<file path="config.mk">
export PLATFORM = sky130hd
export DESIGN_NAME = multi_cycle_control
export DESIGN_NICKNAME = d
export VERILOG_FILES = /design/src/rtl/mips_pkg.sv /design/src/rtl/multi_cycle_control.sv
export SDC_FILE = /design/constraint.sdc
export NUM_CORES = 1
export LEC_CHECK = 0
export ABC_AREA = 1
export CORE_MARGIN = 10
export CORE_UTILIZATION = 35
export DETAILED_ROUTE_END_ITERATION = 12
export GPL_TIMING_DRIVEN = 0
export PLACE_DENSITY = 0.76
export SLEW_MARGIN = 30
export SYNTH_ARGS = -nofsm -noshare
export SYNTH_HDL_FRONTEND = slang
export SYNTH_SLANG_ARGS = --single-unit
</file>
<file path="constraint.sdc">
create_clock -name clk -period 1.5 [get_ports clk]
set_input_delay 0.3 -clock clk [delete_from_list [all_inputs] [get_ports clk]]
set_output_delay 0.3 -clock clk [all_outputs]
set_load 0.01 [all_outputs]
</file>
<file path="src/rtl/mips_pkg.sv">
// Shared encodings for the multi-cycle MIPS controller and the ALU control decoder.
package mips_pkg;

  typedef enum logic [3:0] {
    S_FETCH      = 4'd0,
    S_DECODE     = 4'd1,
    S_MEM_ADDR   = 4'd2,
    S_MEM_READ   = 4'd3,
    S_MEM_WB     = 4'd4,
    S_MEM_WRITE  = 4'd5,
    S_EXECUTE    = 4'd6,
    S_R_COMPLETE = 4'd7,
    S_BRANCH     = 4'd8,
    S_JUMP       = 4'd9,
    S_ADDI_EXEC  = 4'd10,
    S_ADDI_WB    = 4'd11
  } state_t;

  localparam logic [5:0] OP_RTYPE = 6'b000000;
  localparam logic [5:0] OP_LW    = 6'b100011;
  localparam logic [5:0] OP_SW    = 6'b101011;
  localparam logic [5:0] OP_BEQ   = 6'b000100;
  localparam logic [5:0] OP_J     = 6'b000010;
  localparam logic [5:0] OP_ADDI  = 6'b001000;

  localparam logic [1:0] ALUOP_ADD   = 2'b00;
  localparam logic [1:0] ALUOP_SUB   = 2'b01;
  localparam logic [1:0] ALUOP_FUNCT = 2'b10;

  localparam logic [1:0] ALUSRCB_B       = 2'b00;
  localparam logic [1:0] ALUSRCB_FOUR    = 2'b01;
  localparam logic [1:0] ALUSRCB_IMM     = 2'b10;
  localparam logic [1:0] ALUSRCB_IMM_SH2 = 2'b11;

  localparam logic [1:0] PCSRC_ALU    = 2'b00;
  localparam logic [1:0] PCSRC_ALUOUT = 2'b01;
  localparam logic [1:0] PCSRC_JUMP   = 2'b10;

endpackage

</file>
<file path="src/rtl/multi_cycle_control.sv">
// Main control FSM of the multi-cycle MIPS datapath: sequences each instruction
// and drives datapath selects/strobes, stalling on the memory ready handshake.
//
// state        | meaning
// FETCH        | read instruction at PC, PC+4 (waits for memReady)
// DECODE       | read registers, compute branch target, dispatch on opcode
// MEM_ADDR     | compute lw/sw effective address
// MEM_READ     | load data access (waits for memReady)
// MEM_WB       | write loaded data to rt
// MEM_WRITE    | store data access (waits for memReady)
// EXECUTE      | R-type ALU operation
// R_COMPLETE   | write ALU result to rd
// BRANCH       | compare, conditionally load branch target
// JUMP         | load jump target
// ADDI_EXEC    | add sign-extended immediate
// ADDI_WB      | write ALU result to rt
module multi_cycle_control
  import mips_pkg::*;
(
  input  logic       clk,
  input  logic       rst,
  input  logic [5:0] opcode,
  input  logic       memReady,
  output logic       pcWrite,
  output logic       pcWriteCond,
  output logic       iorD,
  output logic       memRead,
  output logic       memWrite,
  output logic       memToReg,
  output logic       irWrite,
  output logic       regDst,
  output logic       regWrite,
  output logic       aluSrcA,
  output logic [1:0] aluSrcB,
  output logic [1:0] aluOp,
  output logic [1:0] pcSource,
  output logic       illegalOp,
  output logic [3:0] state
);

  state_t state_q;
  state_t state_next;

  always_ff @(posedge clk or posedge rst) begin
    if (rst) state_q <= S_FETCH;
    else     state_q <= state_next;
  end

  assign state = state_q;

  always_comb begin
    state_next = S_FETCH;
    unique case (state_q)
      S_FETCH:     state_next = memReady ? S_DECODE : S_FETCH;
      S_DECODE: begin
        case (opcode)
          OP_RTYPE:     state_next = S_EXECUTE;
          OP_LW, OP_SW: state_next = S_MEM_ADDR;
          OP_BEQ:       state_next = S_BRANCH;
          OP_J:         state_next = S_JUMP;
          OP_ADDI:      state_next = S_ADDI_EXEC;
          default:      state_next = S_FETCH;
        endcase
      end
      S_MEM_ADDR: begin
        if (opcode == OP_LW)      state_next = S_MEM_READ;
        else if (opcode == OP_SW) state_next = S_MEM_WRITE;
        else                      state_next = S_FETCH;
      end
      S_MEM_READ:  state_next = memReady ? S_MEM_WB : S_MEM_READ;
      S_MEM_WRITE: state_next = memReady ? S_FETCH : S_MEM_WRITE;
      S_EXECUTE:   state_next = S_R_COMPLETE;
      S_ADDI_EXEC: state_next = S_ADDI_WB;
      default:     state_next = S_FETCH;
    endcase
  end

  always_comb begin
    pcWrite     = 1'b0;
    pcWriteCond = 1'b0;
    iorD        = 1'b0;
    memRead     = 1'b0;
    memWrite    = 1'b0;
    memToReg    = 1'b0;
    irWrite     = 1'b0;
    regDst      = 1'b0;
    regWrite    = 1'b0;
    aluSrcA     = 1'b0;
    aluSrcB     = ALUSRCB_B;
    aluOp       = ALUOP_ADD;
    pcSource    = PCSRC_ALU;
    illegalOp   = 1'b0;
    case (state_q)
      S_FETCH: begin
        memRead = 1'b1;
        aluSrcB = ALUSRCB_FOUR;
        irWrite = memReady;
        pcWrite = memReady;
      end
      S_DECODE: begin
        aluSrcB = ALUSRCB_IMM_SH2;
        case (opcode)
          OP_RTYPE, OP_LW, OP_SW, OP_BEQ, OP_J, OP_ADDI: illegalOp = 1'b0;
          default:                                       illegalOp = 1'b1;
        endcase
      end
      S_MEM_ADDR: begin
        aluSrcA = 1'b1;
        aluSrcB = ALUSRCB_IMM;
      end
      S_MEM_READ: begin
        memRead = 1'b1;
        iorD    = 1'b1;
      end
      S_MEM_WB: begin
        regWrite = 1'b1;
        memToReg = 1'b1;
      end
      S_MEM_WRITE: begin
        memWrite = 1'b1;
        iorD     = 1'b1;
      end
      S_EXECUTE: begin
        aluSrcA = 1'b1;
        aluOp   = ALUOP_FUNCT;
      end
      S_R_COMPLETE: begin
        regWrite = 1'b1;
        regDst   = 1'b1;
      end
      S_BRANCH: begin
        aluSrcA     = 1'b1;
        aluOp       = ALUOP_SUB;
        pcWriteCond = 1'b1;
        pcSource    = PCSRC_ALUOUT;
      end
      S_JUMP: begin
        pcWrite  = 1'b1;
        pcSource = PCSRC_JUMP;
      end
      S_ADDI_EXEC: begin
        aluSrcA = 1'b1;
        aluSrcB = ALUSRCB_IMM;
      end
      S_ADDI_WB:   regWrite = 1'b1;
      default: ;
    endcase
    // Reset forces FETCH asynchronously; strobes must not fire while it is held.
    if (rst) begin
      pcWrite     = 1'b0;
      pcWriteCond = 1'b0;
      irWrite     = 1'b0;
      memWrite    = 1'b0;
      regWrite    = 1'b0;
    end
  end

endmodule

</file>
==> flow_summary_export.csv, run 1 <==
group,metric,value,unit
setup_path,crit_type,"register to output pin",
sta,min_period,1.72,ns
global_route,track_usage,0.135,
sta,timing.fmax,580,MHz
layout,num-nets-final,162,
clocking,cts_tree,"built",
layout,n_fill_cell,110,
sta,relSlewSlack,0.860,
yosys,ys_seq_area_frac,0.204,
setup_path,end_kind,"output pin",
global_route,grt_max_degree,7,
yosys,syn_inst,100,
sta,worst_slew_pin_slew,0.209,ns
yosys,ys_types,11,
setup_path,required,1.20,ns
clocking,ctsHoldBuffers,0,
power_and_ir_drop,power_density,467,nW/um^2
sta,finalSetupViolations,14,
clocking,numCtsBuffers,3,
floorplanning,die_w,57.4,um
floorplanning,start_util,0.372,
yosys,synth_area,490,um^2
layout,diodes,0,
yosys,synth.ff_latch_count,4,
setup_path,arrival,1.42,ns
layout,largest_reg_flops,4,
sta,final-max-slew-violation-count,0,
yosys,syn_avg_cell_area,4.90,um^2
layout,ff_latch_area,104,um^2
hold_path,hp-class,"input port to asynchronous set/reset pin",
layout,area_growth,101,%
setup_path,cp-start-kind,"register",
status,violations,"setup timing",
place,place.gp.congestion,0.800,
place,io_buffers,29,
sta,hold_viol,0,
sta,skew,0.000300,ns
routing,avgViaCountPerCell,4.86,
power_and_ir_drop,max-vdd-ir-drop,0.000453,V
global_route,grt_first_pass_wirelength,3.76,mm
routing,firstDrtPassIters,5,
layout,final_cell_mix,"nand2_1, nor2_1, inv_1",
sta,fin_ws,-0.225,ns
power_and_ir_drop,p_total,0.000459,W
routing,drc,0,
run,maxCapViolCount,0,
layout,instances_no_fill,166,
yosys,synth_warnings,0,
routing,ant_nets,0,
status,status,"finished with violations",
layout,final_layout_size_suffix_gt1_frac,0.444,
setup_path,path_cells,"buf_6 > nor2_4 > nand2_2 > buf_4 > buf_6 > nand2_2 > buf_6",
layout,final_common_cell,"nand2_1",
place,dp_hpwl,1.41,mm
clocking,clk_pin_slew_worst_paths,0.04,ns
routing,drtIter0Drc,19,
clocking,htreeDepth,1,
setup_path,cpPeakStageDelay,0.40,ns
setup_path,cp_top_family,"buffers and inverters",
routing,wl_per_cell,13.3,um
setup_path,crit_buf_inv,4,
floorplanning,die_h,57.4,um
routing,routed_wl,2.21,mm
clocking,clk_path_buf_depth,2,
global_route,antenna_found_initial,0,
clocking,clock-sinks,4,
setup_path,critical_path.max_fanout,4,
floorplanning,die-area,3300,um^2
clocking,cts_root_buffer,"clkbuf_4",
clocking,clk_latency,0.23,ns
sta,finalCritPeriodShare,1.15,
floorplanning,io_pins,30,
global_route,grt_pass1_vias,893,
floorplanning,num_rows,13,
setup_path,slowest_stage,"dfrtp_1",
layout,fin_util,0.746,
sta,rsz0062_at_grt,"yes",
global_route,grt_overflow,0,
routing,num_vias,807,
layout,multi_input_area,372,um^2
floorplanning,core,1320,um^2
setup_path,crit_top_cell,"buf_6",
yosys,synth.net_count,109,
place,placed_cells,144,
power_and_ir_drop,leakage,0.631,nW
==> cell families after synthesis <==
family                 after synthesis  synth area share
AO/OA/AOI/OAI                        2            0.0204
buffers and inverters               22             0.171
flip-flops                           4             0.204
AND/OR/NAND/NOR                     72             0.605
==> Yosys cell counts <==
cell	instances	area share
nand4_1	2	0.026
dfrtp_1	4	0.20
nor2_2	1	0.013
nand3_1	13	0.13
a21oi_1	2	0.020
nor2_1	25	0.19
clkinv_2	1	0.010
nand2_1	30	0.23
nand2_2	1	0.013
inv_2	1	0.0076
inv_1	20	0.15
==> stage by stage <==
stage               worst slack (ns)  TNS [ns]  instance area [um^2]  hold WS (ns)
floorplan                      0.159         0                   490        0.0744
global placement              -0.569     -4.28                   800         0.632
detailed placement            -0.597     -4.44                   800         0.637
CTS                           -0.228    -0.922                   970         0.468
global route                  -0.286     -3.04                   983         0.515
finish                        -0.225     -1.72                   983         0.480
==> per-layer routing <==
| layer | vias to the layer above | track usage | wire [um] |
|---|---|---|---|
| met5 | - | 0 | 0 |
| met2 | 46 | 0.256 | 1130 |
| met1 | 348 | 0.124 | 827 |
| met3 | 6 | 0.0332 | 203 |
| met4 | 0 | 0.0839 | 48 |
| li1 | 407 | - | - |
==> power by group <==
| part | internal (W) | switching (W) |
|---|---|---|
| logic | 0.000102 | 0.000102 |
| clock network | 0.0000894 | 0.0000428 |
| registers | 0.000114 | 0.00000871 |
| total | 0.000305 | 0.000154 |
==> area by class of cell <==
type	count	area share
clock buffer	3	0.0229
inverter	22	0.0865
multi-input combinational	74	0.378
sequential	4	0.106
tap	15	0.0191
timing repair buffer	48	0.388
==> repair_timing <==
item	in CTS	in global routing
pin swaps	3	2
resized for setup	100	6
buffers inserted	16	3
setup endpoints to repair	19	18
==> tightest hold or removal path: cells and delay by family <==
family | cells | cell delay, ns
buffers and inverters | 3 | 0.73
==> worst paths after layout <==
path / startpoint / end / slack [ns] / depth (start not counted)
worst max-delay path: state[3] / aluSrcB[1] / -0.22 / 7
worst min-delay path: rst / state[0] / 0.48 / 3
worst max register to register: state[3] / state[0] / 0.18 / 8
worst min register to register: state[0] / state[0] / 0.78 / 4
max in group asynchronous: rst / state[2] / 0.91 / 3
min in group clk: opcode[5] / state[1] / 0.67 / 5
Power figures use the tool's default switching activity.
==> run 2, diff against run 1 <==
Settings changed: DONT_BUFFER_PORTS from default to 1, PLACE_DENSITY 0.76 to 0.49, REMOVE_ABC_BUFFERS from default to 1.
==> run 2 against run 1 <==
Against the previous run: the run still ends with setup timing left; hold slack lost 0.17 ns; sequential power up 4%; register-to-register slack better by 0.14 ns; maximum frequency grew 11%; core utilization down 24 points; wire length is 26% lower; highest routed layer is now met3.
==> flow_summary_export.csv, run 2 (synthesis results as in run 1) <==
group,metric,value,unit
sta,finalSetupViolations,4,
clocking,numCtsBuffers,3,
place,io_buffers,0,
clocking,cts_root_buffer,"clkbuf_4",
routing,routed_wl,1.64,mm
hold_path,hold_depth,4,
sta,timing.hold.ws,0.305,ns
sta,fin_setup_tns,-0.108,ns
power_and_ir_drop,power_density,562,nW/um^2
place,place.gp.congestion,0.838,
clocking,clk_path_buf_depth,2,
setup_path,cp-start-kind,"register",
layout,diodes,0,
sta,final-max-slew-violation-count,0,
clocking,clock-sinks,4,
power_and_ir_drop,leakage,0.384,nW
floorplanning,start_util,0.372,
global_route,grt_first_pass_wirelength,2.73,mm
hold_path,hp-class,"input port to register",
setup_path,crit_type,"register to output pin",
global_route,grt_max_degree,8,
hold_path,hp-start,"memReady",
floorplanning,num_rows,13,
sta,skew,0.00296,ns
setup_path,r2r-end,"state[2]",
setup_path,r2r_slack,0.32,ns
sta,fin_ws,-0.0492,ns
global_route,track_usage,0.0989,
floorplanning,core,1320,um^2
sta,timing.fmax,646,MHz
place,dp_hpwl,1.28,mm
setup_path,cpPeakStageDelay,0.49,ns
setup_path,crit_buf_inv,0,
status,violations,"setup timing",
floorplanning,die_h,57.4,um
clocking,clk_latency,0.23,ns
setup_path,end_kind,"output pin",
setup_path,arrival,1.25,ns
sta,hold_viol,0,
layout,final_cell_mix,"nand2_1, nor2_1, inv_1",
global_route,grt_pass1_vias,603,
power_and_ir_drop,max-vdd-ir-drop,0.000489,V
setup_path,ff2ff_path_depth,6,
setup_path,r2r_start,"state[1]",
sta,finalCritPeriodShare,1.03,
layout,final_layout_size_suffix_gt1_frac,0.383,
run,maxCapViolCount,0,
routing,firstDrtPassIters,4,
sta,worst_slew_pin_slew,0.299,ns
setup_path,required,1.20,ns
routing,ant_nets,0,
setup_path,critical_path.max_fanout,7,
clocking,clk_pin_slew_worst_paths,0.04,ns
layout,final_common_cell,"nand2_1",
sta,min_period,1.55,ns
routing,drtIter0Drc,9,
clocking,htreeDepth,1,
setup_path,path_cells,"nor2_4 > nand3_2 > a21oi_4",
layout,num-nets-final,118,
sta,rsz0062_at_grt,"yes",
floorplanning,io_pins,30,
routing,num_vias,615,
routing,drc,0,
global_route,grt_overflow,0,
place,placed_cells,115,
clocking,cts_tree,"built",
floorplanning,die-area,3300,um^2
routing,avgViaCountPerCell,5.04,
setup_path,cp_top_family,"flip-flops",
routing,wl_per_cell,13.4,um
layout,area_growth,37.0,%
floorplanning,die_w,57.4,um
layout,largest_reg_flops,4,
hold_path,holdPathEnd,"state[2]",
layout,instances_no_fill,122,
place,pre_cts_ws,-0.0158,ns
global_route,antenna_found_initial,0,
sta,relSlewSlack,0.800,
status,status,"finished with violations",
power_and_ir_drop,p_total,0.000378,W
setup_path,slowest_stage,"dfrtp_2",
[run 2: changes by cell type in the layout (fill, tap and decap cells not counted), sizes merged]
| cell | delta |
|---|---|
| buf | -30 |
| clkbuf | -1 |
| clkdlybuf4s15 | -2 |
| clkdlybuf4s50 | -6 |
| clkinv | +1 |
| dlygate4sd2 | -5 |
| dlygate4sd3 | +1 |
| dlymetal6s2s | -1 |
| inv | -1 |
[run 2: worst max-delay path by stage]
stage	start	to	slack [ns]	cells past startpoint
floorplan	state[2]	illegalOp	0.16	5
global placement	state[1]	pcWrite	-0.03	3
detailed placement	state[2]	illegalOp	-0.02	5
CTS	state[0]	illegalOp	-0.08	6
global route	state[1]	illegalOp	-0.13	5
finish	state[1]	pcWrite	-0.05	3
[run 2: what timing repair did]
action,CTS,global route
resized for setup,30,10
endpoints found under the hold margin,4,0
hold buffers,1,0
setup buffers,2,1
pin swaps,6,2
endpoints found under the setup margin,13,14
[run 2: per-layer routing]
| layer | share of wire | up-vias | track usage |
|---|---|---|---|
| met4 | 0 | 0 | 0.0403 |
| met1 | 0.41 | 282 | 0.105 |
| li1 | - | 318 | - |
| met5 | 0 | - | 0 |
| met3 | 0.096 | 0 | 0.0442 |
| met2 | 0.50 | 15 | 0.166 |
[run 2: final cells by class]
| type | count | area [um^2] |
|---|---|---|
| clock buffers | 3 | 22.5 |
| fillers | 155 | 646 |
| inverters | 22 | 86.3 |
| multi-input cells | 74 | 407 |
| flip-flops and latches | 4 | 105 |
| well taps | 15 | 18.8 |
| repair buffers | 4 | 32.5 |
[run 2: where the power goes]
| part | internal [W] | total (W) | leakage, nW | switching (W) |
|---|---|---|---|---|
| registers | 0.000114 | 0.000127 | 0.0481 | 0.0000127 |
| logic | 0.0000455 | 0.000123 | 0.322 | 0.0000774 |
| clock network | 0.0000892 | 0.000128 | 0.0138 | 0.0000393 |
| total | 0.000248 | 0.000378 | 0.384 | 0.000129 |
[run 2: metrics by stage]
stage | instance area [um^2] | utilization
after floorplan | 490 | -
after global placement | 509 | 0.387
after detailed placement | 509 | 0.387
after CTS | 647 | 0.491
after global routing | 672 | 0.510
final | 672 | 0.510
[run 2: worst reg2reg max path, stage by stage (launching register included)]
cell and delay, ns:
dfrtp_2 0.49, nor2_4 0.18, nand2_2 0.08, buf_4 0.15
nor2_1 0.09, nor2_1 0.05, nand2_1 0.06
